==> src/rtl/ham_encoder_stream.sv <==
// Streaming Hamming(7,4) encoder: input FIFO, registered codeword output and an
// optional single-bit error-injection stage built when HAM_ERR_INJ_EN is defined.
module ham_encoder_stream #(
    parameter int DEPTH = 4
) (
    input  logic                     clk,
    input  logic                     rst,
    input  logic                     in_valid,
    output logic                     in_ready,
    input  logic [3:0]               in_data,
    output logic                     out_valid,
    input  logic                     out_ready,
    output logic [6:0]               enc_ham_data,
    output logic [$clog2(DEPTH):0]   fifo_count,
    output logic [15:0]              word_cnt,
    input  logic                     err_inj_arm,
    input  logic [2:0]               err_inj_pos,
    output logic                     err_inj_busy
);

    localparam int AW = $clog2(DEPTH);
    localparam int CW = AW + 1;
    localparam logic [CW-1:0] DEPTH_C = CW'(DEPTH);

    function automatic logic parity3(input logic a, input logic b, input logic c);
        return a ^ b ^ c;
    endfunction

    // Codeword bit [p-1] is Hamming position p; data sits at the non-power-of-two slots.
    function automatic logic [6:0] ham_encode(input logic [3:0] d);
        logic p1;
        logic p2;
        logic p4;
        p1 = parity3(d[0], d[1], d[3]);
        p2 = parity3(d[0], d[2], d[3]);
        p4 = parity3(d[1], d[2], d[3]);
        return {d[3], d[2], d[1], p4, d[0], p2, p1};
    endfunction

    logic [3:0]    mem_r [DEPTH];
    logic [AW-1:0] wr_ptr_r;
    logic [AW-1:0] rd_ptr_r;
    logic [CW-1:0] count_r;
    logic [CW-1:0] count_next_s;
    logic          in_ready_r;
    logic          out_valid_r;
    logic [6:0]    enc_r;
    logic [15:0]   word_cnt_r;
    logic          push_s;
    logic          load_s;
    logic          handshake_s;
    logic [6:0]    code_s;
    logic [6:0]    flip_s;
    logic          inj_busy_s;

    assign push_s      = in_valid && in_ready_r;
    assign load_s      = (count_r != {CW{1'b0}}) && (!out_valid_r || out_ready);
    assign handshake_s = out_valid_r && out_ready;

    // Next FIFO occupancy from this cycle's push/pop pair.
    always_comb begin
        count_next_s = count_r;
        if (push_s && !load_s) begin
            count_next_s = count_r + CW'(1);
        end else if (!push_s && load_s) begin
            count_next_s = count_r - CW'(1);
        end else begin
            count_next_s = count_r;
        end
    end

    // FIFO storage; contents are don't-care until written, so no reset.
    always_ff @(posedge clk) begin
        if (push_s) begin
            mem_r[wr_ptr_r] <= in_data;
        end
    end

    // FIFO pointers, occupancy and the registered ready flag.
    always_ff @(posedge clk or posedge rst) begin
        if (rst) begin
            wr_ptr_r   <= {AW{1'b0}};
            rd_ptr_r   <= {AW{1'b0}};
            count_r    <= {CW{1'b0}};
            in_ready_r <= 1'b1;
        end else begin
            if (push_s) begin
                wr_ptr_r <= wr_ptr_r + AW'(1);
            end
            if (load_s) begin
                rd_ptr_r <= rd_ptr_r + AW'(1);
            end
            count_r    <= count_next_s;
            in_ready_r <= (count_next_s < DEPTH_C);
        end
    end

`ifdef HAM_ERR_INJ_EN
    typedef enum logic {
        INJ_IDLE  = 1'b0,
        INJ_ARMED = 1'b1
    } inj_state_t;

    inj_state_t inj_state_r;
    logic [2:0] inj_pos_r;

    // Injection FSM: an arm seen in IDLE only affects the load after this cycle.
    always_ff @(posedge clk or posedge rst) begin
        if (rst) begin
            inj_state_r <= INJ_IDLE;
            inj_pos_r   <= 3'd0;
        end else begin
            case (inj_state_r)
                INJ_IDLE: begin
                    if (err_inj_arm) begin
                        inj_state_r <= INJ_ARMED;
                        inj_pos_r   <= err_inj_pos;
                    end
                end
                INJ_ARMED: begin
                    if (load_s) begin
                        inj_state_r <= INJ_IDLE;
                    end
                end
                default: begin
                    inj_state_r <= INJ_IDLE;
                end
            endcase
        end
    end

    // Flip mask for the pending injection; position 0 means a clean word.
    always_comb begin
        flip_s = 7'd0;
        if ((inj_state_r == INJ_ARMED) && (inj_pos_r != 3'd0)) begin
            flip_s = 7'd1 << (inj_pos_r - 3'd1);
        end else begin
            flip_s = 7'd0;
        end
    end

    assign inj_busy_s = (inj_state_r == INJ_ARMED);
`else
    logic unused_inj_s;

    assign unused_inj_s = ^{err_inj_arm, err_inj_pos};
    assign flip_s       = 7'd0;
    assign inj_busy_s   = 1'b0;
`endif

    assign code_s = ham_encode(mem_r[rd_ptr_r]) ^ flip_s;

    // Output register: held while stalled, cleared after a handshake with no refill.
    always_ff @(posedge clk or posedge rst) begin
        if (rst) begin
            out_valid_r <= 1'b0;
            enc_r       <= 7'd0;
        end else if (load_s) begin
            out_valid_r <= 1'b1;
            enc_r       <= code_s;
        end else if (handshake_s) begin
            out_valid_r <= 1'b0;
        end else begin
            out_valid_r <= out_valid_r;
        end
    end

    // Completed-handshake counter, wraps naturally at 16 bits.
    always_ff @(posedge clk or posedge rst) begin
        if (rst) begin
            word_cnt_r <= 16'd0;
        end else if (handshake_s) begin
            word_cnt_r <= word_cnt_r + 16'd1;
        end else begin
            word_cnt_r <= word_cnt_r;
        end
    end

    assign in_ready     = in_ready_r;
    assign out_valid    = out_valid_r;
    assign enc_ham_data = enc_r;
    assign fifo_count   = count_r;
    assign word_cnt     = word_cnt_r;
    assign err_inj_busy = inj_busy_s;

endmodule
==> config.mk <==
export PLATFORM = sky130hd
export DESIGN_NAME = ham_encoder_stream
export DESIGN_NICKNAME = d
export VERILOG_FILES = /design/src/rtl/ham_encoder_stream.sv
export SDC_FILE = /design/constraint.sdc
export NUM_CORES = 1
export LEC_CHECK = 0
export BUFFER_PORTS_ARGS = -buffer_cell sky130_fd_sc_hd__clkbuf_2
export CAP_MARGIN = 20
export CORE_UTILIZATION = 49
export DETAILED_ROUTE_END_ITERATION = 8
export PLACE_DENSITY_LB_ADDON = 0.15
export SYNTH_ARGS = -nofsm -noshare
export SYNTH_HDL_FRONTEND = slang
export SYNTH_SLANG_ARGS = --single-unit
==> constraint.sdc <==
create_clock -name clk -period 2 [get_ports clk]
set_input_delay 0.1 -clock clk [delete_from_list [all_inputs] [get_ports clk]]
set_output_delay 0.1 -clock clk [all_outputs]
set_load 0.01 [all_outputs]
## Yosys cells after proc, flatten, opt, wreduce, memory -nomap -nowiden

Memories as Yosys holds them, arrays and structs flattened.
Cells that the tools add are included.

- Flip-flop bits (word level): 32
- Word-level logic and storage cells: 37
- Memories: 1
- RAM bits: 16
- Bits of input ports: 12

Memory list:

| name | words | bits a word | rd ports | clocked after memory_dff | wr ports | line | source |
|---|---|---|---|---|---|---|---|
| mem_r | 4 | 4 | 1 | 0 | 1 | 40 | `logic [3:0] mem_r [DEPTH];` |

- Order comparisons: 1
- Multiplexer cells: 6
- Bitwise operators: 6
- Reduce and logical (&&, ||, !) cells: 11
- $add $sub $neg: 5

Operators by type and width:

| kind | number |
|---|---|
| adder 16 x 1 -> 16 bit (second input constant) | 1 |
| two-way mux 3 bit | 2 |
| XOR 1 bit | 6 |
| logical AND 1 bit | 5 |
| adder 2 x 1 -> 2 bit (second input constant) | 2 |
| two-way mux 1 bit | 4 |
| adder 3 x 1 -> 3 bit (second input constant) | 1 |
| logical NOT 1 bit | 3 |
| < comparator 3 bit (second input constant) | 1 |
| nonzero test 3 bit | 1 |
| subtractor 3 x 1 -> 3 bit (second input constant) | 1 |
| nonzero test 2 bit | 1 |
| logical OR 1 bit | 1 |

## Logic depth before layout (Yosys ltp)

Gate-level depths: netlist (run 1).

- Depth in word-level cells: 7
- Depth in mapped cells: 10
- Mapped depth without buffers: 10

## Worst setup path before layout (run 1)

No wires, ideal clock.

- Kind: register -> register
- Start point: register count_r[0] (netlist: fifo_count[0])
- End point: register (tool-made name)
- Path buffers: 1
- Slack: -14 ps
- Cell stages (with the launch flop): 10
- Library setup time: 121 ps
- Arrival time: 1893 ps
- Path through: dfrtp_1 > inv_1 > ha_1 > nor2b_1 > nand2b_1 > clkbuf_1 > ha_1 > nand2b_1 > o21ai_0 > a22o_1

RTL lines:

| element | line | source |
|---|---|---|
| start, declared | 43 | `logic [CW-1:0] count_r;` |
| start signal, assigned | 84 | `count_r <= {CW{1'b0}};` |
| start signal, assigned | 93 | `count_r <= count_next_s;` |

==> impl_metrics.env, run 1 <==
export IMPL_crit_type="flop to flop"
export IMPL_drv_cap=0
export IMPL_grt_pass1_wl_um=6058
export IMPL_hpwl_um=2702
export IMPL_synth_top_cell_area_share=0.3624
export IMPL_fin_crit_ns=1.922
export IMPL_synth_seq_cells=48
export IMPL_critPathMostFrequentCell="inv_1"
export IMPL_multi_input_area_um2=807.0
export IMPL_n_fill_cell=339
export IMPL_netSwitchingPower_mw=1.227
export IMPL_area_delta_synth_final_pct=16.31
export IMPL_drc_errors=0
export IMPL_finalMaxSlewViolations=0
export IMPL_peakVddDrop_uv=697.3
export IMPL_clock_fmax_ghz=0.5202
export IMPL_outcome="finished clean"
export IMPL_layout_drive_gt1_share=0.2723
export IMPL_top_layer="met4"
export IMPL_top_level_ports=41
export IMPL_p_int_mw=2.217
export IMPL_grt_pass1_vias=1376
export IMPL_dr_pass1_iters=4
export IMPL_cellPowerDensity_nw_per_um2=1383
export IMPL_antenna_found_initial=0
export IMPL_rrSetupSlack_ns=0.08
export IMPL_vias=1324
export IMPL_initial_core_util=0.5239
export IMPL_clockRootBuffer="clkbuf_8"
export IMPL_synthTopCellsByArea="dfrtp_1 (36%), edfxtp_1 (22%), xnor2_1 (7.4%)"
export IMPL_layout_setup_ws_ns=0.07754
export IMPL_seq_power_share=0.446
export IMPL_cts_buffers=5
export IMPL_finalCritPeriodShare=0.9612
export IMPL_vias_per_cell=5.034
export IMPL_ys_seq_area_frac=0.5991
export IMPL_whs_path_depth=1
export IMPL_die_y_um=68.10
export IMPL_worstSetupEndpointType="flop"
export IMPL_leakagePower_nw=1.144
export IMPL_die_x_um=68.10
export IMPL_ys_warn_count=0
export IMPL_syn_inst=168
export IMPL_wl_met3_um=121
export IMPL_place_ws_ns=0.05063
export IMPL_power_frac_comb=0.395
export IMPL_crit_required_ns=2.18
export IMPL_synth_nets=190
export IMPL_swShare=0.3563
export IMPL_yosysTopAreaCell="dfrtp_1"
export IMPL_placed_cells=254
export IMPL_cts_sinks=48
export IMPL_path_cells="inv_1 -> ha_1 -> nor2b_2 -> nand2b_4 -> inv_1 -> ha_2 -> a21oi_1 -> o21ai_0 -> a22o_1"
export IMPL_slowest_delay_ns=0.39
export IMPL_cts_buffer_depth=2
export IMPL_num_rows=23
export IMPL_syn_cell_area_um2=2141
export IMPL_cts_htree_levels=2
export IMPL_detailedRoute_firstIterationViolations=50
export IMPL_ys_types=33
export IMPL_wirelength_um=3613
export IMPL_cp_arrival_ns=2.11
export IMPL_cts_tree="built"
export IMPL_grt_start_max_net_pins=33
export IMPL_final_nets=234
export IMPL_regArea_um2=1282
export IMPL_die_area_um2=4638
export IMPL_clk_latency_ns=0.29
export IMPL_wl_per_cell_um=13.74
export IMPL_hp_class="input port to flop"
export IMPL_path_clk_slew_ns=0.08
export IMPL_fin_cells=263
export IMPL_antenna_cells=0
export IMPL_critPathMaxFanout=6
export IMPL_synth_area_per_cell_um2=12.74
export IMPL_wl_met1_um=1577
export IMPL_grt_total_usage=0.1829
export IMPL_timing_final_hold_violations=0
export IMPL_ant_nets=0
export IMPL_setup_viol=0
export IMPL_clkPwrFrac=0.159
export IMPL_cp_start_kind="flop"
export IMPL_core_um2=4086
export IMPL_cp_slowest_cell="dfrtp_1"
export IMPL_globalplace_congestion=0.8358
export IMPL_finClkSkew_ns=0.005777
export IMPL_wl_met2_um=1876
export IMPL_io_buffers=35
export IMPL_gr_total_overflow=0
export IMPL_worstRegToRegCells=9
## cells in the mapped netlist
master,instances
and4_1,1
buf_4,1
mux4_2,3
inv_1,11
nor4_2,1
nand3_1,5
xnor2_1,18
nand2b_1,3
or2_2,1
or3_1,1
a21oi_1,2
o21ai_0,5
conb_1,1
xor2_2,1
nor2b_1,1
nand4_1,3
o21ai_1,2
mux4_1,1
and3_1,4
buf_6,1
edfxtp_1,16
a22o_1,1
ha_1,10
clkbuf_1,1
a211oi_1,1
nand2_1,22
xor2_1,5
nor2_1,6
nor3_1,4
dfrtp_1,31
dfstp_2,1
mux2_2,3
and2_1,1
## metrics by stage
step | cell area, um2 | power, mW | utilization | hold WS (ns) | TNS (ns)
2_1_floorplan | 2142 | 2.493 | - | 0.1989 | 0
3_3_place_gp | 2386 | 2.834 | 0.5839 | 0.1783 | 0
3_5_place_dp | 2386 | 2.909 | 0.5839 | 0.1833 | 0
4_1_cts | 2477 | 3.461 | 0.6062 | 0.009598 | 0
5_1_grt | 2490 | 3.729 | 0.6093 | 0.006134 | -0.003793
6_report | 2490 | 3.443 | 0.6093 | 0.01766 | 0
## layer usage
metal,vias up,GRT usage
li1,654,-
met4,0,0.07031
met3,4,0.05500
met5,-,0
met1,640,0.2133
met2,26,0.3137
## worst max-delay path: cells and delay by family, from the launching register on
family | cells | cell delay [ns]
flops | 1 | 0.39
compound gates | 3 | 0.47
fa+ha+maj | 2 | 0.48
simple gates | 2 | 0.31
buf+inv | 2 | 0.16
## logic make-up (layout without fill, tap and decap cells)
kind of cell / after synthesis / after routing / share of synthesized area
XOR/XNOR: 24 / 24 / 0.1017
buffers and inverters: 14 / 59 / 0.02981
other: 1 / 1 / 0.001752
multiplexers: 7 / 7 / 0.05961
flip-flops: 48 / 48 / 0.5991
AND/OR/NAND/NOR: 53 / 53 / 0.1210
AO/OA/AOI/OAI: 11 / 11 / 0.02864
adder cells (fa/ha/maj): 10 / 10 / 0.05845
## state kept, by name, summed over array words and instances, names as in the netlist, named ones only
signal / cells
rd_ptr_r: 2
word_cnt: 16
fifo_count: 2
out_valid: 1
mem_r: 16
enc_ham_data: 7
wr_ptr_r: 2
in_ready: 1
## layout by cell type, fill, tap and decap left out, drive strengths merged, types with 3 or more instances in the layout
| cell type | count |
|---|---|
| o21ai | 7 |
| clkbuf | 42 |
| buf | 4 |
| nand2 | 22 |
| mux4 | 4 |
| and3 | 4 |
| nor3 | 4 |
| xnor2 | 18 |
| dfrtp | 31 |
| nand3 | 5 |
| nand2b | 3 |
| xor2 | 6 |
| inv | 11 |
| nor2 | 6 |
| nand4 | 3 |
| mux2 | 3 |
| ha | 10 |
| edfxtp | 16 |
## final timing paths
kind | from | to
setup / recovery | fifo_count[1] | flop
hold / removal | in_data[0] | mem_r[0][0]
setup reg to reg | fifo_count[1] | flop
hold reg to reg | word_cnt[15] | word_cnt[15]
max in group asynchronous | rst | in_ready
min in group asynchronous | rst | fifo_count[0]
## power groups by stage
stage	sequential [mW]	clock, mW	combinational, mW
after floorplan	1.58	0	0.913
after global placement	1.54	0	1.29
after detailed placement	1.56	0	1.35
after CTS	1.55	0.560	1.36
after global routing	1.59	0.602	1.54
final	1.53	0.549	1.36
## final cells by class
class | count | share of cell area
clock buffer | 7 | 0.03065
clock inverter | 1 | 0.002010
inverter | 11 | 0.01658
multi-input combinational | 106 | 0.3241
sequential | 48 | 0.5151
tap | 50 | 0.02513
timing repair buffer | 40 | 0.08643
## timing repair
action	4_1_cts	5_1_grt
buffers inserted	0	0
endpoints found under the hold margin	31	0
setup endpoints to repair	0	3
resized for setup	0	4
hold buffers	1	0
Note: power is estimated with default switching activity, not from simulation.
==> run 2: changes to the inputs <==
- BUFFER_PORTS_ARGS: -buffer_cell sky130_fd_sc_hd__clkbuf_2 -> -buffer_cell sky130_fd_sc_hd__buf_4
- CORE_UTILIZATION: 49 -> 58
- GPL_TIMING_DRIVEN: unset -> 0
- clock period: 2 -> 2.4 ns (I/O delays scaled with it)
==> run 2 against run 1 <==
Compared with the run above: final area increased by 4.7%; maximum frequency decreased by 15%; total power decreased by 11%; clock-buffer cell count decreased by 1; worst hold slack improved by 0.0068 ns; via count increased by 4.0%; clock skew increased by 0.0014 ns; global-route usage increased by 2.7 points; largest cell class unchanged; sequential share of layout area decreased by 2.3 points; routed wire length about the same; die area decreased by 15%.
==> impl_metrics.env, run 2 (synthesis gave the netlist of run 1 again) <==
export IMPL_finalMaxSlewViolations=0
export IMPL_io_buffers=35
export IMPL_num_rows=21
export IMPL_relSlewSlack=0.6105
export IMPL_grt_start_max_net_pins=21
export IMPL_cts_tree="built"
export IMPL_multi_input_area_um2=794.5
export IMPL_critPathMaxFanout=10
export IMPL_finClkSkew_ns=0.007138
export IMPL_layout_common_cells="buf_4 (36), dfrtp_1 (31), nand2_1 (22)"
export IMPL_globalplace_congestion=0.7681
export IMPL_crit_type="flop to flop"
export IMPL_vias_per_cell=5.317
export IMPL_die_x_um=62.76
export IMPL_clk_latency_ns=0.29
export IMPL_cts_buffer_depth=2
export IMPL_wirelength_um=3611
export IMPL_p_int_mw=2.009
export IMPL_finalCritPeriodShare=0.9379
export IMPL_worstSetupEndpointType="flop"
export IMPL_layout_drive_gt1_share=0.2629
export IMPL_rsz0062_at_grt="false"
export IMPL_peakVddDrop_uv=782.5
export IMPL_cp_arrival_ns=2.47
export IMPL_clkPwrFrac=0.182
export IMPL_clockRootBuffer="clkbuf_8"
export IMPL_swShare=0.3409
export IMPL_drv_cap=0
export IMPL_die_area_um2=3938
export IMPL_clock_fmax_ghz=0.4442
export IMPL_final_common_cell="buf_4"
export IMPL_post_cts_repair_setup_buffers=0
export IMPL_p_total_mw=3.049
export IMPL_path_cells="inv_1 -> ha_1 -> nor2b_1 -> nand2b_1 -> clkbuf_2 -> ha_1 -> nand2b_1 -> o21ai_0 -> xnor2_1"
export IMPL_final_core_util=0.7575
export IMPL_slowest_delay_ns=0.43
export IMPL_core_um2=3442
export IMPL_hp_class="input port to flop"
export IMPL_n_fill_cell=228
export IMPL_leakagePower_nw=1.186
export IMPL_tns_ns=0
export IMPL_area_delta_synth_final_pct=21.80
export IMPL_setup_viol=0
export IMPL_cp_start_kind="flop"
export IMPL_timing_final_hold_violations=0
export IMPL_grt_pass1_wl_um=6175
export IMPL_final_nets=234
export IMPL_grt_total_usage=0.2097
export IMPL_wl_per_cell_um=13.94
export IMPL_crit_required_ns=2.62
export IMPL_hpwl_um=2722
export IMPL_drc_errors=0
export IMPL_cts_htree_levels=2
export IMPL_cp_slowest_cell="dfrtp_1"
export IMPL_path_clk_slew_ns=0.08
export IMPL_grt_pass1_vias=1391
export IMPL_fin_crit_ns=2.251
export IMPL_layout_setup_ws_ns=0.1489
export IMPL_critPathBufInv=2
export IMPL_place_ws_ns=0.02948
export IMPL_gr_total_overflow=0
export IMPL_regArea_um2=1282
export IMPL_worstMarginPinSlew_ns=0.5836
export IMPL_antenna_found_initial=0
export IMPL_detailedRoute_firstIterationViolations=88
export IMPL_cellPowerDensity_nw_per_um2=1169
export IMPL_cts_sinks=48
export IMPL_ant_nets=0
export IMPL_die_y_um=62.76
export IMPL_netSwitchingPower_mw=1.039
export IMPL_cts_buffers=5
export IMPL_outcome="finished clean"
export IMPL_cp_top_family="simple AND/OR/NAND/NOR gates"
export IMPL_seq_power_share=0.416
export IMPL_power_frac_comb=0.402
export IMPL_antenna_cells=0
export IMPL_vias=1377
export IMPL_dr_pass1_iters=5
export IMPL_initial_core_util=0.6220
export IMPL_top_level_ports=41
-- run 2: metal layers --
layer  track usage  wire, um  vias to the layer above
met5             0         0                        -
met4       0.09593        10                        0
met3       0.06204       171                        2
met2        0.3560      1939                       40
met1        0.2443      1490                      681
li1              -         -                      654
-- run 2: area by class of cell --
class,count,area share
Multi-Input combinational cell,106,0.3047
Tap cell,46,0.02207
Timing Repair Buffer,37,0.1152
Sequential cell,48,0.4918
Clock inverter,2,0.01344
Clock buffer,6,0.02783
Buffer,3,0.009117
Inverter,11,0.01583
-- run 2: repair_timing --
item	4_1_cts	5_1_grt
gates resized for setup	1	0
setup endpoints to repair	1	0
endpoints found under the hold margin	12	0
hold buffers	1	0
-- run 2: final timing paths --
path	startpoint	endpoint	slack, ns	cells past startpoint
worst max-delay path	fifo_count[0]	in_ready	0.15	9
worst min-delay path	in_data[3]	mem_r[3][3]	0.02	1
worst max register to register	fifo_count[0]	in_ready	0.15	9
worst min register to register	word_cnt[15]	word_cnt[15]	0.48	1
max in group asynchronous	rst	in_ready	1.37	4
min in group asynchronous	rst	word_cnt[8]	0.45	3
-- run 2: power groups by stage --
stage               Sequential (mW)  Combinational [mW]  Clock (mW)
finish                         1.27                1.22       0.555
global route                   1.30                1.36       0.607
CTS                            1.27                1.24       0.568
detailed placement             1.29                1.22           0
global placement               1.27                1.15           0
floorplan                      1.32               0.759           0
-- run 2: through the flow --
stage,instance area (um2),cells,hold WS (ns)
floorplan,2141,168,0.2189
detailed placement,2489,250,0.2153
finish,2608,259,0.02441
global route,2608,259,0.002688
CTS,2608,259,0.009864
global placement,2461,249,0.3176
==> run 3: changes to the inputs <==
- REMOVE_ABC_BUFFERS: unset -> 1
==> run 3 against run 2 <==
Compared with the run above: largest cell class unchanged; total power shrank 3.3%; clock power decreased by 13%; worst hold slack better by 0.0034 ns; critical path depth unchanged.
==> impl_metrics.env, run 3 (synthesis gave the netlist of run 1 again) <==
export IMPL_crit_required_ns=2.58
export IMPL_hpwl_um=2657
export IMPL_grt_pass1_wl_um=5885
export IMPL_cts_buffers=5
export IMPL_rsz0062_at_grt="false"
export IMPL_place_ws_ns=-0.06227
export IMPL_final_nets=231
export IMPL_grt_pass1_vias=1302
export IMPL_worstSetupEndpointType="flop"
export IMPL_cts_buffer_depth=2
export IMPL_antenna_found_initial=0
export IMPL_globalplace_congestion=0.7628
export IMPL_clk_latency_ns=0.29
export IMPL_cts_htree_levels=2
export IMPL_initial_core_util=0.6220
export IMPL_dr_pass1_iters=4
export IMPL_critPathBufInv=2
export IMPL_finalCritPeriodShare=0.8941
export IMPL_placed_cells=247
export IMPL_p_total_mw=2.947
export IMPL_wl_per_cell_um=13.75
export IMPL_fin_cells=256
export IMPL_cp_start_kind="flop"
export IMPL_grt_start_max_net_pins=26
export IMPL_critPathMaxFanout=11
export IMPL_drc_errors=0
export IMPL_cp_arrival_ns=2.32
export IMPL_core_um2=3442
export IMPL_finalMaxSlewViolations=0
export IMPL_path_cells="inv_1 -> ha_1 -> nor2b_1 -> nand2b_4 -> clkinvlp_4 -> ha_2 -> a21oi_1 -> o21ai_0 -> a22o_1"
export IMPL_drv_cap=0
export IMPL_wirelength_um=3519
export IMPL_detailedRoute_firstIterationViolations=86
export IMPL_die_x_um=62.76
export IMPL_grt_total_usage=0.1958
export IMPL_area_delta_synth_final_pct=20.69
export IMPL_layout_common_cells="buf_4 (35), dfrtp_1 (31), nand2_1 (22)"
export IMPL_gr_total_overflow=0
export IMPL_peakVddDrop_uv=752.0
export IMPL_ant_nets=0
export IMPL_setup_viol=0
export IMPL_hp_class="input port to flop"
export IMPL_clock_fmax_ghz=0.4660
export IMPL_timing_final_hold_violations=0
export IMPL_layout_drive_gt1_share=0.2667
export IMPL_crit_type="flop to flop"
export IMPL_post_cts_repair_setup_buffers=0
export IMPL_io_buffers=35
export IMPL_cp_slowest_cell="dfrtp_1"
export IMPL_hold_ws_ns=0.02780
export IMPL_vias_per_cell=5.320
export IMPL_cp_top_family="adder cells"
export IMPL_fin_crit_ns=2.146
export IMPL_top_level_ports=41
export IMPL_die_y_um=62.76
export IMPL_final_core_util=0.7506
export IMPL_clockRootBuffer="clkbuf_8"
export IMPL_vias=1362
export IMPL_slowest_delay_ns=0.43
export IMPL_finClkSkew_ns=0.007891
export IMPL_cellPowerDensity_nw_per_um2=1141
export IMPL_cts_tree="built"
export IMPL_cts_sinks=48
export IMPL_antenna_cells=0
export IMPL_path_clk_slew_ns=0.08
export IMPL_n_fill_cell=229
export IMPL_outcome="finished clean"
export IMPL_leakagePower_nw=1.157
export IMPL_die_area_um2=3938
export IMPL_layout_setup_ws_ns=0.2542
export IMPL_final_common_cell="buf_4"
export IMPL_num_rows=21
-- run 3: changes by cell type in the layout (fill, tap and decap cells not counted), sizes merged --
cell,previous run,this run
buf,38,36
clkinv,1,0
inv,11,10
clkinvlp,0,2
bufinv,1,0
-- run 3: power by group --
part	internal, mW	leakage [nW]	switching (mW)
registers	1.09	0.539	0.196
clock network	0.234	0.0445	0.248
logic	0.603	0.573	0.579
total	1.92	1.16	1.02
-- run 3: through the flow --
step,setup TNS (ns),area [um2]
after global placement,0,2439
after floorplan,0,2118
after CTS,0,2572
after global routing,0,2584
final,0,2584
after detailed placement,-0.06227,2466
-- run 3: area by class of cell --
class,instances,area [um2],share of cell area
Tap cell,46,57.56,0.02228
Clock inverter,1,7.507,0.002906
Timing Repair Buffer,37,300.3,0.1162
Clock buffer,7,86.33,0.03341
Sequential cell,48,1282,0.4964
Inverter,11,45.04,0.01743
Multi-Input combinational cell,106,804.5,0.3114
-- run 3: metal layers --
metal  vias up  part of all wire  track usage
met4         0            0.0034      0.06105
met3         2             0.044      0.05109
li1        650                 -            -
met5         -                 0            0
met2        36              0.51       0.3329
met1       674              0.44       0.2449
-- run 3: final timing paths --
path                                from      endpoint  slack (ns)  cells after the start
max                        fifo_count[0]          flop        0.25                      9
max reg2reg                fifo_count[0]          flop        0.25                      9
min reg2reg                 word_cnt[15]  word_cnt[15]        0.48                      1
min                           in_data[1]   mem_r[3][1]        0.03                      1
max in group asynchronous            rst   rd_ptr_r[0]        1.60                      4
min in group asynchronous            rst   wr_ptr_r[0]        0.36                      3
-- run 3: what timing repair did --
item | CTS | global route
hold buffers | 1 | 0
pin swaps | 0 | 0
gates resized for setup | 1 | 3
setup endpoints to repair | 1 | 2
endpoints found under the hold margin | 6 | 0
-- run 3: worst reg2reg max path, stage by stage, from the launching register on --
cell and delay (ns):
dfrtp_1 0.43, inv_1 0.10, ha_1 0.14, nor2b_1 0.16
nand2b_4 0.24, clkinvlp_4 0.21, ha_2 0.35, a21oi_1 0.11
o21ai_0 0.08, a22o_1 0.22
